File: src/rtl/pll_drp_reconfig.sv
// pll_drp_reconfig: runtime CLKOUT0 divide change over the PLLE2 DRP.
// Holds the PLL in reset across the RMW, then gates core reset on stable lock.
module pll_drp_reconfig #(
  parameter int         DRP_TIMEOUT  = 64,
  parameter int         LOCK_STABLE  = 16,
  parameter int         LOCK_TIMEOUT = 65536,
  parameter logic [6:0] CLKREG1_ADDR = 7'h08,
  parameter logic [6:0] CLKREG2_ADDR = 7'h09
) (
  input  logic        i_clk,
  input  logic        i_rst_n,
  input  logic        i_req,
  input  logic [6:0]  i_divide,
  output logic        o_busy,
  output logic        o_done,
  output logic        o_err,
  output logic [6:0]  o_daddr,
  output logic        o_den,
  output logic        o_dwe,
  output logic [15:0] o_di,
  input  logic [15:0] i_do,
  input  logic        i_drdy,
  input  logic        i_locked,
  output logic        o_pll_rst,
  output logic        o_rst
);

  localparam int DW = $clog2(DRP_TIMEOUT + 1);
  localparam int SW = $clog2(LOCK_STABLE + 1);
  localparam int TW = $clog2(LOCK_TIMEOUT + 1);

  typedef enum logic [2:0] {
    S_WAIT_LOCK, S_IDLE, S_PLL_RST, S_RD1,
    S_WR1, S_RD2, S_WR2, S_RELEASE
  } state_t;

  state_t        state_q, state_d;
  logic [6:0]    div_q, div_d;
  logic          rst_q, rst_d;
  logic          pll_rst_q, pll_rst_d;
  logic          done_q, done_d;
  logic          err_q, err_d;
  logic          den_q, den_d;
  logic          dwe_q, dwe_d;
  logic [6:0]    daddr_q, daddr_d;
  logic [15:0]   di_q, di_d;
  logic [SW-1:0] stab_q, stab_d;
  logic [TW-1:0] to_q, to_d;
  logic          fired_q, fired_d;
  logic [DW-1:0] drp_q, drp_d;
  logic          reconf_q, reconf_d;
  logic          lock_meta_q, lock_q;

  logic [5:0] hi, lo;
  logic       req_ok, legal;
  logic       unused_do;

  // Split the divide into high/low counter times for ClkReg1
  assign hi = div_q[6:1];
  assign lo = 6'(div_q - {1'b0, div_q[6:1]});
  assign unused_do = ^i_do[7:6];

  assign req_ok = i_req & ((state_q == S_IDLE) |
                  ((state_q == S_WAIT_LOCK) & fired_q));
  assign legal  = (i_divide >= 7'd2) && (i_divide <= 7'd126);

  // Next-state and registered-output logic
  always_comb begin
    state_d   = state_q;
    div_d     = div_q;
    rst_d     = rst_q;
    pll_rst_d = pll_rst_q;
    done_d    = 1'b0;
    err_d     = 1'b0;
    den_d     = 1'b0;
    dwe_d     = 1'b0;
    daddr_d   = daddr_q;
    di_d      = di_q;
    stab_d    = '0;
    to_d      = to_q;
    fired_d   = fired_q;
    drp_d     = '0;
    reconf_d  = reconf_q;
    unique case (state_q)
      S_WAIT_LOCK: begin
        if (!fired_q) begin
          if (to_q == TW'(LOCK_TIMEOUT - 1)) begin
            err_d   = 1'b1;
            fired_d = 1'b1;
          end else begin
            to_d = to_q + 1'b1;
          end
        end
        if (lock_q) begin
          stab_d = stab_q + 1'b1;
          if (stab_d == SW'(LOCK_STABLE)) begin
            state_d  = S_IDLE;
            rst_d    = 1'b0;
            done_d   = reconf_q;
            reconf_d = 1'b0;
          end
        end
      end
      S_IDLE: begin
        if (!lock_q) begin
          state_d  = S_WAIT_LOCK;
          rst_d    = 1'b1;
          to_d     = '0;
          fired_d  = 1'b0;
          reconf_d = 1'b0;
        end
      end
      S_PLL_RST: begin
        state_d = S_RD1;
        den_d   = 1'b1;
        daddr_d = CLKREG1_ADDR;
      end
      S_RD1, S_WR1, S_RD2, S_WR2: begin
        drp_d = drp_q + 1'b1;
        if (i_drdy) begin
          drp_d = '0;
          den_d = 1'b1;
          unique case (state_q)
            S_RD1: begin
              state_d = S_WR1;
              dwe_d   = 1'b1;
              di_d    = {i_do[15:12], hi, lo};
            end
            S_WR1: begin
              state_d = S_RD2;
              daddr_d = CLKREG2_ADDR;
            end
            S_RD2: begin
              state_d = S_WR2;
              dwe_d   = 1'b1;
              di_d    = {i_do[15:8], div_q[0], 1'b0, i_do[5:0]};
            end
            default: begin
              state_d   = S_RELEASE;
              den_d     = 1'b0;
              pll_rst_d = 1'b0;
              reconf_d  = 1'b1;
            end
          endcase
        end else if (drp_q == DW'(DRP_TIMEOUT - 1)) begin
          state_d   = S_RELEASE;
          err_d     = 1'b1;
          pll_rst_d = 1'b0;
          reconf_d  = 1'b1;
        end
      end
      S_RELEASE: begin
        state_d = S_WAIT_LOCK;
        to_d    = '0;
        fired_d = 1'b0;
      end
    endcase
    if (req_ok) begin
      div_d = i_divide;
      if (legal) begin
        state_d   = S_PLL_RST;
        pll_rst_d = 1'b1;
        rst_d     = 1'b1;
        done_d    = 1'b0;
        stab_d    = '0;
      end else begin
        err_d = 1'b1;
      end
    end
  end

  // State, lock synchronizer and output registers
  always_ff @(posedge i_clk or negedge i_rst_n) begin
    if (!i_rst_n) begin
      state_q     <= S_WAIT_LOCK;
      div_q       <= '0;
      rst_q       <= 1'b1;
      pll_rst_q   <= 1'b0;
      done_q      <= 1'b0;
      err_q       <= 1'b0;
      den_q       <= 1'b0;
      dwe_q       <= 1'b0;
      daddr_q     <= '0;
      di_q        <= '0;
      stab_q      <= '0;
      to_q        <= '0;
      fired_q     <= 1'b0;
      drp_q       <= '0;
      reconf_q    <= 1'b0;
      lock_meta_q <= 1'b0;
      lock_q      <= 1'b0;
    end else begin
      state_q     <= state_d;
      div_q       <= div_d;
      rst_q       <= rst_d;
      pll_rst_q   <= pll_rst_d;
      done_q      <= done_d;
      err_q       <= err_d;
      den_q       <= den_d;
      dwe_q       <= dwe_d;
      daddr_q     <= daddr_d;
      di_q        <= di_d;
      stab_q      <= stab_d;
      to_q        <= to_d;
      fired_q     <= fired_d;
      drp_q       <= drp_d;
      reconf_q    <= reconf_d;
      lock_meta_q <= i_locked;
      lock_q      <= lock_meta_q;
    end
  end

  assign o_busy    = (state_q != S_IDLE);
  assign o_done    = done_q;
  assign o_err     = err_q;
  assign o_daddr   = daddr_q;
  assign o_den     = den_q;
  assign o_dwe     = dwe_q;
  assign o_di      = di_q;
  assign o_pll_rst = pll_rst_q;
  assign o_rst     = rst_q;

endmodule
File: config.mk
export PLATFORM = sky130hd
export DESIGN_NAME = pll_drp_reconfig
export DESIGN_NICKNAME = d
export VERILOG_FILES = /design/src/rtl/pll_drp_reconfig.sv
export SDC_FILE = /design/constraint.sdc
export NUM_CORES = 1
export LEC_CHECK = 0
export BUFFER_PORTS_ARGS = -buffer_cell sky130_fd_sc_hd__buf_2
export CAP_MARGIN = 20
export CORE_ASPECT_RATIO = 1.1
export CORE_MARGIN = 4
export CORE_UTILIZATION = 55
export DETAILED_ROUTE_END_ITERATION = 10
export MAX_ROUTING_LAYER = met4
export PLACE_DENSITY = 0.74
export SYNTH_ARGS = -nofsm -noshare
export SYNTH_HDL_FRONTEND = slang
export SYNTH_SLANG_ARGS = --single-unit
File: constraint.sdc
create_clock -name i_clk -period 3.4 [get_ports i_clk]
set_clock_uncertainty 0.2 [all_clocks]
set_input_delay 0.34 -clock i_clk [delete_from_list [all_inputs] [get_ports i_clk]]
set_output_delay 0.34 -clock i_clk [all_outputs]
set_load 0.05 [all_outputs]
==> flow_metrics.env <==
export IMPL_run_status="finished clean"
export IMPL_finalCritPeriodShare_pct=80.72
export IMPL_max_freq_ghz=0.3644
export IMPL_cp_required_ns=3.44
export IMPL_via_per_inst=5.382
export IMPL_setup_viol=0
export IMPL_cp_common_cell="ha_1"
export IMPL_hold_end="div_q[0]"
export IMPL_rrSetupSlack_ns=0.66
export IMPL_cpMaxStageDelayCell="o31ai_4"
export IMPL_drt_total_wl_mm=7.073
export IMPL_grt_start_max_net_pins=31
export IMPL_maxCapViolCount=0
export IMPL_clockRootBuffer="clkbuf_8"
export IMPL_crit_path_max_incr_delay_ns=0.47
export IMPL_pin_count=58
export IMPL_grt_pass1_wl_mm=12.60
export IMPL_ctsResizeCount=0
export IMPL_min_period_ns=2.744
export IMPL_fin_setup_tns_ns=0
export IMPL_synth_warnings=0
export IMPL_crit_path_cell_trace="ha_1, and2_1, and3_1, ha_1, o21ba_2, o31ai_4, nand4_1, xor2_1, nor2_1"
export IMPL_clk_latency_ns=0.34
export IMPL_cts_htree_levels=3
export IMPL_cpLargestDelayFamily="compound AO/OA/AOI/OAI gates"
export IMPL_ys_types=53
export IMPL_hpwl_mm=5.081
export IMPL_cp_start_kind="register"
export IMPL_grt_pass1_vias=2743
export IMPL_switchingPower_w=0.001560
export IMPL_whs_ns=0.01837
export IMPL_wire_per_inst_um=13.87
export IMPL_drv_slew=0
export IMPL_cts_buffer_depth=2
export IMPL_r2r_cells=9
export IMPL_power_frac_comb_pct=46.8
export IMPL_die_area_um2=7592
export IMPL_port_buffers=50
export IMPL_crit_buf_inv=0
export IMPL_start_util_pct=58.22
export IMPL_grt_overflow=0
export IMPL_synth_edf_count=0
export IMPL_r2r_start="to_q[0]"
export IMPL_timing_rr_end="to_q[12]"
export IMPL_globalRouteTotalUtil_pct=21.22
export IMPL_peakVddDrop_mv=0.7475
export IMPL_synthArstFlopShare_pct=100.0
export IMPL_routabilityCongestion=0.8330
export IMPL_cts_tree="yes"
export IMPL_rsz0062_at_grt="no"
export IMPL_ys_ff_latch=67
export IMPL_cts_clk_slew_worst_paths_ns=0.07
export IMPL_core_rowCount=29
export IMPL_drtIter0Drc=190
export IMPL_critPathCaptureType="register"
export IMPL_area_growth_pct=16.06
export IMPL_min_path_type="in -> reg"
export IMPL_critical_path_class="reg -> reg"
export IMPL_final_nets=466
export IMPL_worst_pin_slew_ns=0.7682
export IMPL_p_leak_nw=1.896
export IMPL_antenna_found_initial=0
export IMPL_cts_buffers=9
export IMPL_synth_area_um2=3443
export IMPL_final_hold_viol_count=0
export IMPL_vias=2745
export IMPL_route_detailed_drc=0
export IMPL_clkPwrFrac_pct=20.0
export IMPL_power_frac_seq_pct=33.2
export IMPL_min_path_cells=3
export IMPL_synth_ff_type="dfrtp_1"
export IMPL_min_from="i_divide[0]"
export IMPL_drive_gt1_share_pct=18.71
export IMPL_critPathMaxFanout=14
export IMPL_diodes=0
export IMPL_die_h_um=90.99
export IMPL_postSynthCellCount=374
export IMPL_power_density_nw_per_um2=869.6
export IMPL_ys_seq_area_share_pct=48.73
export IMPL_slew_headroom_pct=48.60
export IMPL_core_um2=5914
export IMPL_syn_area_per_cell_um2=9.207
export IMPL_power_internal_w=0.001915
export IMPL_switching_share_pct=44.90
export IMPL_cts_sinks=67
export IMPL_die_x_um=83.44
export IMPL_final_util_pct=67.57
export IMPL_ant_nets=0
export IMPL_arrival_ns=2.78
export IMPL_drt_first_pass_iters=4
==> layout by cell type (no fill, tap or decap), drive strengths merged, types with 3 or more instances in the layout <==
| cell | instances |
|---|---|
| dfrtp | 66 |
| buf | 56 |
| nand2 | 51 |
| nor2 | 45 |
| o21ai | 30 |
| a21oi | 19 |
| xor2 | 15 |
| inv | 14 |
| nand3 | 12 |
| clkbuf | 12 |
| nand4 | 9 |
| ha | 9 |
| xnor2 | 8 |
| nor3 | 8 |
| a21o | 7 |
| nand2b | 6 |
| dlygate4sd3 | 6 |
| and3 | 5 |
| conb | 5 |
| nor4 | 5 |
| o31ai | 4 |
| o22ai | 3 |
| nor2b | 3 |
| and2 | 3 |
| or2 | 3 |
==> synth_stat cells (3+ instances only) <==
| master | instances | area share, % |
|---|---|---|
| nand4_1 | 9 | 1.6 |
| xnor2_1 | 8 | 2.0 |
| o22ai_1 | 3 | 0.55 |
| nor2b_1 | 3 | 0.55 |
| a21o_1 | 7 | 1.5 |
| ha_1 | 9 | 3.3 |
| buf_4 | 6 | 1.3 |
| nand2b_1 | 6 | 1.1 |
| a21oi_1 | 19 | 2.8 |
| dfrtp_1 | 66 | 48 |
| and3_1 | 5 | 0.91 |
| inv_1 | 14 | 1.5 |
| nor3_1 | 7 | 1.0 |
| o21ai_0 | 28 | 4.1 |
| nor4_1 | 4 | 0.73 |
| nor2_1 | 45 | 4.9 |
| nand2_1 | 51 | 5.6 |
| o31ai_1 | 3 | 0.65 |
| nand3_1 | 12 | 1.7 |
| xor2_1 | 15 | 3.8 |
| clkbuf_1 | 13 | 1.4 |
==> sequential cells by signal (all words and copies together), names as in the netlist, 2 cells and up <==
name     count
div_q        7
drp_q        7
o_daddr      2
o_di        16
stab_q       5
state_q      3
to_q        17
==> what timing repair did <==
action                    in CTS  in global routing
buffers inserted               0                  0
hold endpoints to repair      23                  0
hold buffers                   6                  0
==> power by group through the flow <==
stage	clock [W]	sequential [W]	combinational (W)
final	0.000695	0.00115	0.00163
after global routing	0.000754	0.00118	0.00180
after CTS	0.000720	0.00115	0.00164
after detailed placement	0	0.00117	0.00162
after global placement	0	0.00116	0.00158
after floorplan	0	0.00148	0.000972
==> worst max-delay path by stage <==
stage	depth (start not counted)	to	slack (ns)	startpoint
after floorplan	8	to_q[5]	0.97	to_q[0]
final	9	to_q[12]	0.66	to_q[0]
after global routing	9	to_q[12]	0.51	to_q[0]
after global placement	9	to_q[13]	0.72	to_q[0]
after CTS	9	to_q[12]	0.64	to_q[0]
after detailed placement	9	to_q[12]	0.66	to_q[0]
==> layer usage <==
| layer | vias to the layer above | wire length [um] | track usage (%) |
|---|---|---|---|
| met2 | 37 | 3630 | 35.36 |
| met4 | 0 | 110 | 7.239 |
| li1 | 1376 | - | - |
| met5 | - | 0 | - |
| met3 | 10 | 237 | 5.339 |
| met1 | 1322 | 3094 | 25.25 |
==> layout make-up <==
type                            instances  area, um2
Timing Repair Buffer                   62      355.3
Inverter                               14      52.55
Fill cell                             479       1918
Clock inverter                          4      47.55
Tap cell                               77      96.34
Sequential cell                        67       1678
Multi-Input combinational cell        274       1602
Clock buffer                           12      165.2
==> cell families (layout without fill, tap and decap cells) <==
family                     count (synthesis)  in the layout  share of synthesized area [%]
adders and majority gates                 10             10                          3.852
AOI/OAI and AO/OA                         76             76                          13.95
other                                      1              5                         0.1089
muxes                                      3              3                         0.9084
buffers and inverters                     37             92                          5.196
and+or+nand+nor                          157            157                          21.40
xor gates and xnor gates                  23             23                          5.850
DFF                                       67             67                          48.73
==> metrics by stage <==
step | total power, W | area, um2 | setup WS [ns] | cells
floorplan | 0.002450 | 3458 | 0.9671 | 378
global placement | 0.002743 | 3724 | 0.7173 | 488
detailed placement | 0.002789 | 3724 | 0.6637 | 488
CTS | 0.003514 | 3996 | 0.6354 | 510
global route | 0.003737 | 3996 | 0.5091 | 510
finish | 0.003475 | 3996 | 0.6556 | 510
==> worst reg2reg max path: stages (launching register included) <==
cell     delay [ns]
dfrtp_1        0.41
ha_1           0.23
and2_1         0.20
and3_1         0.21
ha_1           0.22
o21ba_2        0.25
o31ai_4        0.47
nand4_1        0.20
xor2_1         0.19
nor2_1         0.06
Note: power is estimated with default switching activity, not from simulation.
